`src/rtl/reg_status_file_pkg.sv`:
```
// Shared widths and constants for the architectural register file and its
// per-register rename-tag table.
package reg_status_file_pkg;
    localparam int XLEN  = 32;
    localparam int NREG  = 32;
    localparam int REG_W = 5;
    localparam int TAG_W = 5;
    localparam int NUM_RD_PORTS = 2;

    localparam logic [TAG_W-1:0] TAG_NONE = '0;
    localparam logic [REG_W-1:0] REG_ZERO = '0;

    typedef struct packed {
        logic             vld;
        logic [REG_W-1:0] rd;
        logic [TAG_W-1:0] tag;
        logic [XLEN-1:0]  val;
    } cmt_req_t;

    typedef struct packed {
        logic [XLEN-1:0]  val;
        logic [TAG_W-1:0] tag;
    } rd_rsp_t;
endpackage

```
`src/rtl/reg_status_read_port.sv`:
```
// One source-operand lookup: x0 forcing and same-cycle commit bypass applied
// on top of the stored value/tag already selected by the top.
module reg_status_read_port
    import reg_status_file_pkg::*;
(
    input  logic [REG_W-1:0] idx,
    input  logic [XLEN-1:0]  cur_val,
    input  logic [TAG_W-1:0] cur_tag,
    input  cmt_req_t         cmt,
    output rd_rsp_t          rsp
);
    logic hit;

    // A commit only resolves the read if it is the producer the table still
    // points at; a younger rename keeps the operand pending.
    assign hit = cmt.vld && (cmt.rd == idx) && (cur_tag == cmt.tag);

    always_comb begin
        rsp.val = cur_val;
        rsp.tag = cur_tag;
        if (idx == REG_ZERO) begin
            rsp.val = '0;
            rsp.tag = TAG_NONE;
        end else if (hit) begin
            rsp.val = cmt.val;
            rsp.tag = TAG_NONE;
        end
    end
endmodule

```
`src/rtl/reg_status_file.sv`:
```
// Architectural register file with rename-tag table: two combinational
// operand lookups, ROB commit writes, issue renames and flush.
module reg_status_file
    import reg_status_file_pkg::*;
(
    input  logic             clk,
    input  logic             rst,
    input  logic             rdy,
    input  logic             flush,
    input  logic             ren_vld,
    input  logic [REG_W-1:0] ren_rd,
    input  logic [TAG_W-1:0] ren_tag,
    input  logic             cmt_vld,
    input  logic [REG_W-1:0] cmt_rd,
    input  logic [TAG_W-1:0] cmt_tag,
    input  logic [XLEN-1:0]  cmt_val,
    input  logic [REG_W-1:0] rs1_idx,
    input  logic [REG_W-1:0] rs2_idx,
    output logic [XLEN-1:0]  rs1_val,
    output logic [TAG_W-1:0] rs1_tag,
    output logic [XLEN-1:0]  rs2_val,
    output logic [TAG_W-1:0] rs2_tag
);
    logic [NREG-1:0][XLEN-1:0]  val_q;
    logic [NREG-1:0][TAG_W-1:0] tag_q;

    cmt_req_t cmt;
    assign cmt = '{vld: cmt_vld, rd: cmt_rd, tag: cmt_tag, val: cmt_val};

    logic [NUM_RD_PORTS-1:0][REG_W-1:0] rd_idx;
    rd_rsp_t [NUM_RD_PORTS-1:0]         rd_rsp;
    assign rd_idx = {rs2_idx, rs1_idx};

    genvar p;
    generate
        for (p = 0; p < NUM_RD_PORTS; p++) begin : g_rd
            reg_status_read_port u_port (
                .idx     (rd_idx[p]),
                .cur_val (val_q[rd_idx[p]]),
                .cur_tag (tag_q[rd_idx[p]]),
                .cmt     (cmt),
                .rsp     (rd_rsp[p])
            );
        end
    endgenerate

    assign rs1_val = rd_rsp[0].val;
    assign rs1_tag = rd_rsp[0].tag;
    assign rs2_val = rd_rsp[1].val;
    assign rs2_tag = rd_rsp[1].tag;

    logic cmt_wr, ren_wr;
    assign cmt_wr = cmt_vld && (cmt_rd != REG_ZERO);
    assign ren_wr = ren_vld && (ren_rd != REG_ZERO);

    always_ff @(posedge clk) begin
        if (rst) begin
            val_q <= '0;
            tag_q <= '0;
        end else if (rdy) begin
            // The ROB retires its head before a flush resets it, so val still lands.
            if (cmt_wr)
                val_q[cmt_rd] <= cmt_val;
            if (flush) begin
                tag_q <= '0;
            end else begin
                if (cmt_wr && (tag_q[cmt_rd] == cmt_tag))
                    tag_q[cmt_rd] <= TAG_NONE;
                // Later assignment: a same-cycle rename overrides the clear.
                if (ren_wr)
                    tag_q[ren_rd] <= ren_tag;
            end
        end
    end

    always_ff @(posedge clk) begin
        if (!rst && rdy) begin
            assert (!(ren_vld && !flush) || ren_tag != TAG_NONE);
            assert (!cmt_vld || cmt_tag != TAG_NONE);
        end
    end
endmodule
```
`config.mk`:
```
export PLATFORM = sky130hd
export DESIGN_NAME = reg_status_file
export DESIGN_NICKNAME = d
export VERILOG_FILES = /design/src/rtl/reg_status_file_pkg.sv /design/src/rtl/reg_status_read_port.sv /design/src/rtl/reg_status_file.sv
export SDC_FILE = /design/constraint.sdc
export NUM_CORES = 2
export LEC_CHECK = 0
export ABC_AREA = 0
export BUFFER_PORTS_ARGS = -buffer_cell sky130_fd_sc_hd__buf_4
export CORE_AREA = 8 8 515 517
export CTS_CLUSTER_SIZE = 16
export DETAILED_ROUTE_END_ITERATION = 10
export DIE_AREA = 0 0 523 525
export GPL_ROUTABILITY_DRIVEN = 0
export PLACE_DENSITY = 0.5
export SETUP_SLACK_MARGIN = 0.1
export SLEW_MARGIN = 20
export SYNTH_ARGS = -nofsm -noshare
export SYNTH_HDL_FRONTEND = slang
export SYNTH_SLANG_ARGS = --single-unit
export TNS_END_PERCENT = 1
```
`constraint.sdc`:
```
create_clock -name clk -period 2.9 [get_ports clk]
set_input_delay 0.145 -clock clk [delete_from_list [all_inputs] [get_ports clk]]
set_output_delay 0.145 -clock clk [all_outputs]
set_load 0.005 [all_outputs]
```
## Word-level counts from Yosys, hierarchy flattened

Cells that the tools add are included.

| word-level totals | value |
|---|---|
| input port bits | 68 |
| output and inout port bits | 74 |
| flip-flop bits (word level) | 1184 |
| logic and storage cells | 119 |

| operators by class | value |
|---|---|
| bitwise operators | 2 |
| reduce and logical (&&, ||, !) cells | 14 |
| equality and inequality tests | 5 |
| order comparisons | 6 |
| multiplexer cells | 28 |

Operators by type and width:

| kind | number |
|---|---|
| 1024-bit bitwise mux | 1 |
| 160-bit two-way mux | 6 |
| 32-bit binary-select mux with 5-bit select | 2 |
| 160-bit AND | 1 |
| 160-bit bitwise mux | 1 |
| 32-bit demux with 5-bit select | 1 |
| 160-bit inverter | 1 |
| 37-bit two-way mux | 4 |
| 32-bit two-way mux | 3 |
| 5-bit binary-select mux with 5-bit select | 3 |
| 5-bit demux with 5-bit select | 2 |
| 5-bit equality test | 5 |
| 5-bit two-way mux | 5 |
| 5-bit by 6-bit < comparator with 1-bit output, second input constant | 4 |
| 5-bit by 1-bit greater-or-equal comparator with 1-bit output, second input constant | 2 |
| 5-bit zero test | 2 |
| 5-bit nonzero test | 2 |
| 1-bit logical AND | 9 |
| 2-bit AND reduction | 1 |

## Depth between registers and ports, before layout

| logic depth | value |
|---|---|
| depth after elaboration | 13 |
| gate-level depth with buffers | 13 |
| gate-level depth less buffers | 7 |

## Cells and area by module

From an unflattened synthesis, not the netlist that was laid out.

| second synthesis, totals | value |
|---|---|
| cell total of the unflattened synthesis | 6844 |
| area, all modules | 63507.2 um^2 |

Modules (own cells, without submodules):

| module | cells an instance | area each (um^2) | instances | sequential area each (um^2) |
|---|---|---|---|---|
| reg_status_file | 6550 | 61660.4 | 1 | 23702.7 |
| reg_status_read_port | 147 | 923.4 | 2 | 0.0 |

## Worst setup path after synthesis

Ideal clock, no wire load.

| timing path | value |
|---|---|
| kind | input to output |
| start | in rs1_idx[0] |
| end | out rs1_val[10] |
| arrival time | 2.810 ns |
| setup slack | -0.055 ns |
| data required time | 2.755 ns |
| cell stages on the path | 9 |
| buffers on the path | 5 |
| cell sequence | buf_2 > buf_2 > buf_2 > buf_2 > buf_2 > mux4_2 > mux4_2 > o211ai_1 > mux2i_1 |

| between the ends | value |
|---|---|
| cells in the longest elaborated chain, start to end | 6 |

RTL lines:

| what | RTL line | RTL |
|---|---|---|
| start, declared | reg_status_file.sv:17 | `input logic [REG_W-1:0] rs1_idx,` |
| 5-bit binary-select mux with 5-bit select | reg_status_file.sv:40 | `.cur_tag (tag_q[rd_idx[p]]),` |
| 5-bit two-way mux (not written as such) | reg_status_file.sv:40 |  |
| 5-bit equality test | reg_status_read_port.sv:16 | `assign hit = cmt.vld && (cmt.rd == idx) && (cur_tag == cmt.tag);` |
| 1-bit logical AND | reg_status_read_port.sv:16 |  |
| 37-bit two-way mux | reg_status_read_port.sv:24 | `end else if (hit) begin` |
| 37-bit two-way mux (*) | reg_status_read_port.sv:21 | `if (idx == REG_ZERO) begin` |
| end, declared | reg_status_file.sv:19 | `output logic [XLEN-1:0] rs1_val,` |

Mark *: on every way between the ends. The rest lies on a longest branch, timed or not. The select of a mux whose other input is x is not followed.

## Worst setup path after layout

| timing path | value |
|---|---|
| start | reg tag_q[156] (netlist bit) |
| end | out rs1_val[1] |

| between the ends | value |
|---|---|
| cells in the longest elaborated chain, start to end | 6 |

RTL lines:

| what | RTL line | RTL |
|---|---|---|
| start, declared | reg_status_file.sv:25 | `logic [NREG-1:0][TAG_W-1:0] tag_q;` |
| start signal, assigned by index | reg_status_file.sv:71 | `tag_q[ren_rd] <= ren_tag;` |
| 5-bit binary-select mux with 5-bit select | reg_status_file.sv:40 |  |
| 5-bit two-way mux (not written as such) | reg_status_file.sv:40 |  |
| 5-bit equality test | reg_status_read_port.sv:16 |  |
| 1-bit logical AND | reg_status_read_port.sv:16 |  |
| 37-bit two-way mux | reg_status_read_port.sv:24 |  |
| 37-bit two-way mux | reg_status_read_port.sv:21 |  |

No other way between the ends. The select of a mux whose other input is x is not followed.

==> out/qor.yml <==
dp_hpwl_um: 182500
ys_warn_count: 0
synth_edf_count: 0
syn_inst: 7030
design_area_um2: 77700
timing.fmax_ghz: 0.2417
ant_nets: 0
synthesis.nets: 7098
final_util_pct: 30.16
critPathMaxFanout: 7
wl_um: 297100
yosys-top-cells-area: "dfxtp_1 (37%), mux4_2 (26%), nand2_1 (13%), a21oi_1 (8.9%), clkbuf_1 (3.3%)"
top_layer: "met5"
synth-seq-cells: 1184
synth_flop_cell: "dfxtp_1"
ys_seq_area_share_pct: 37.14
numCtsBuffers: 133
cts.clk_slew.worst_paths_ps: 60
vias: 59116
nets: 7305
grt_pass1_wl_um: 419400
maxCapViolations: 0
viasPerCell: 5.502
worst-setup-path-type: "reg -> out"
synth_most_common_cell: "nand2_1"
finalSetupViolations: 75
h-tree-depth: 4
dr.pass1.iters: 8
ir_drop_uv: 530.6
yosys.area.top_type_share_pct: 37.14
end_kind: "output pin"
worstReg2RegStart: "tag_q[79]"
reg2reg_to: "tag_q[150]"
grt_max_degree: 222
grt_pass1_vias: 56994
dp_slack_ps: -679.9
power_per_cell_area_nw_per_um2: 482.3
holdWs_ps: 78.45
cp-endpoint: "rs1_val[1]"
drive_above_1_share_pct: 24.84
die_w_um: 523
power.total_mw: 37.47
async_reset_ff_share_pct: 0
failed_checks: "setup timing"
hold_violations: 0
ff_latch_area_um2: 23710
finalClockSkew_ps: 35.55
grt_antenna_before_repair: 14
routedWlPerCell_um: 27.65
port_buffers: 141
worst_pin_slew_ps: 1147
multi_input_area_um2: 37660
synth.cell_area_um2: 63820
final_max_slew_viol_count: 0
critPathArrivalTime_ps: 3990
cts_num_sinks: 1184
yosysTopAreaCell: "dfxtp_1"
dieArea_um2: 274600
area_growth_pct: 21.76
fillers: 26401
gr-total-overflow: 0
cts_tree: "done"
placed_area_um2: 72530
r2r_cells: 10
fp.coreArea_um2: 257600
initial_core_util_pct: 24.77
rsz0062_at_grt: "yes"
rows: 187
wl_met1_um: 112400
ys_types: 53
required_ps: 2760
die_h_um: 525
dr_wl_met3_um: 25540
cp-start-kind: "register"
min_path_type: "in -> reg"
grt_use_total_pct: 20.67
rrSetupSlack_ps: -10
fin_crit_sh_pct: 142.7
syn_avg_cell_area_um2: 9.078
max_slew_margin_pct: 23.52
holdPathStages: 4
timing.final.ws_setup_ps: -1238
cts.path.max_buffers: 3
drt-initial-drc-count: 7088
clkLatencyLatePin_ps: 820
status: "complete, but fails checks"
p_leak_nw: 25.58
met2_length_um: 137600
root_buffer: "clkbuf_16"
startpoint: "tag_q[156]"
drcViolationCount: 0
synth.cells.most_frequent: "nand2_1 (2162), dfxtp_1 (1184), a21oi_1 (1138), mux4_2 (723), clkbuf_1 (553)"
io_pins: 142
fin_crit_ps: 4138
worst min path at each step:
stage	startpoint	end
after floorplan	ren_tag[0]	tag_q[140]
after global placement	ren_tag[1]	tag_q[141]
after detailed placement	ren_tag[1]	tag_q[151]
after CTS	rdy	tag_q[151]
after global routing	rdy	tag_q[151]
final	rdy	tag_q[151]
critical path, stage by stage (launching register included):
cell	delay, ps
dfxtp_1	310
mux4_2	550
mux4_2	530
a22o_4	290
nor4b_4	220
o21ai_2	110
nor4_4	260
buf_6	220
buf_12	190
clkbuf_16	170
mux2i_1	190
buf_4	130
sequential cells by signal (all words and copies together) (netlist names):
| name | cells |
|---|---|
| tag_q | 160 |
| val_q | 1024 |
cell usage in the layout, fill, tap and decap left out, types with 9 or more instances in the layout:
cell type and instances:
nor3_1 9, xor2_1 11, o21ai_1 10, nor4_2 22, dlygate4sd3_1 46, mux2i_1 150
clkbuf_8 38, nor2_1 178, nand2_2 31, clkbuf_16 137, nor2_4 33, nand2b_1 53
mux2_2 26, clkinv_2 14, nand3_1 175, nor2b_1 41, o21ai_0 162, buf_4 619
clkbuf_1 29, dfxtp_1 1182, mux4_2 725, nand2_1 2131, nor4_1 14, o211ai_1 50
buf_12 109, a22oi_1 61, a21oi_1 1138
through the flow:
stage	TNS [ps]	cells
after floorplan	0	7030
after CTS	-84460	10734
after global routing	-89650	10741
after global placement	-115570	10451
after detailed placement	-64440	10453
final	-83550	10745
cell families (layout without fill, tap and decap cells):
kind of cell	count (synthesis)	in the layout	share of synthesized area, %
other	0	8	0
xor gates and xnor gates	20	20	0.2745
buffers and inverters	728	1033	4.696
AOI/OAI and AO/OA	1446	1446	11.89
muxes	907	907	28.50
DFF	1184	1184	37.14
and+or+nand+nor	2745	2745	17.49
where the power goes:
| part | internal, mW | switching (mW) |
|---|---|---|
| sequential | 16.3 | 0.0445 |
| clock | 10.0 | 7.57 |
| combinational | 1.21 | 2.32 |
| total | 27.5 | 9.93 |
timing repair:
action	in CTS	in global routing
pin swaps	12	2
endpoints found under the setup margin	157	229
endpoints found under the hold margin	1022	0
setup buffers	2	1
hold buffers	46	0
gates resized for setup	34	17
gates cloned	0	2
final cells by class:
type | instances | area share (%)
Clock buffer | 200 | 5.125
Antenna cell | 8 | 0.02576
Tap cell | 3402 | 5.478
Inverter | 7 | 0.03381
Sequential cell | 1184 | 30.51
Clock inverter | 33 | 0.5974
Timing Repair Buffer | 793 | 9.769
Multi-Input combinational cell | 5118 | 48.46
routing by layer:
layer	up-vias	global-route usage, %
li1	25347	-
met1	29739	25.44
met2	3186	33.25
met3	840	3.922
met4	4	13.01
met5	-	0
No activity file was read; power rests on OpenSTA's default activity.
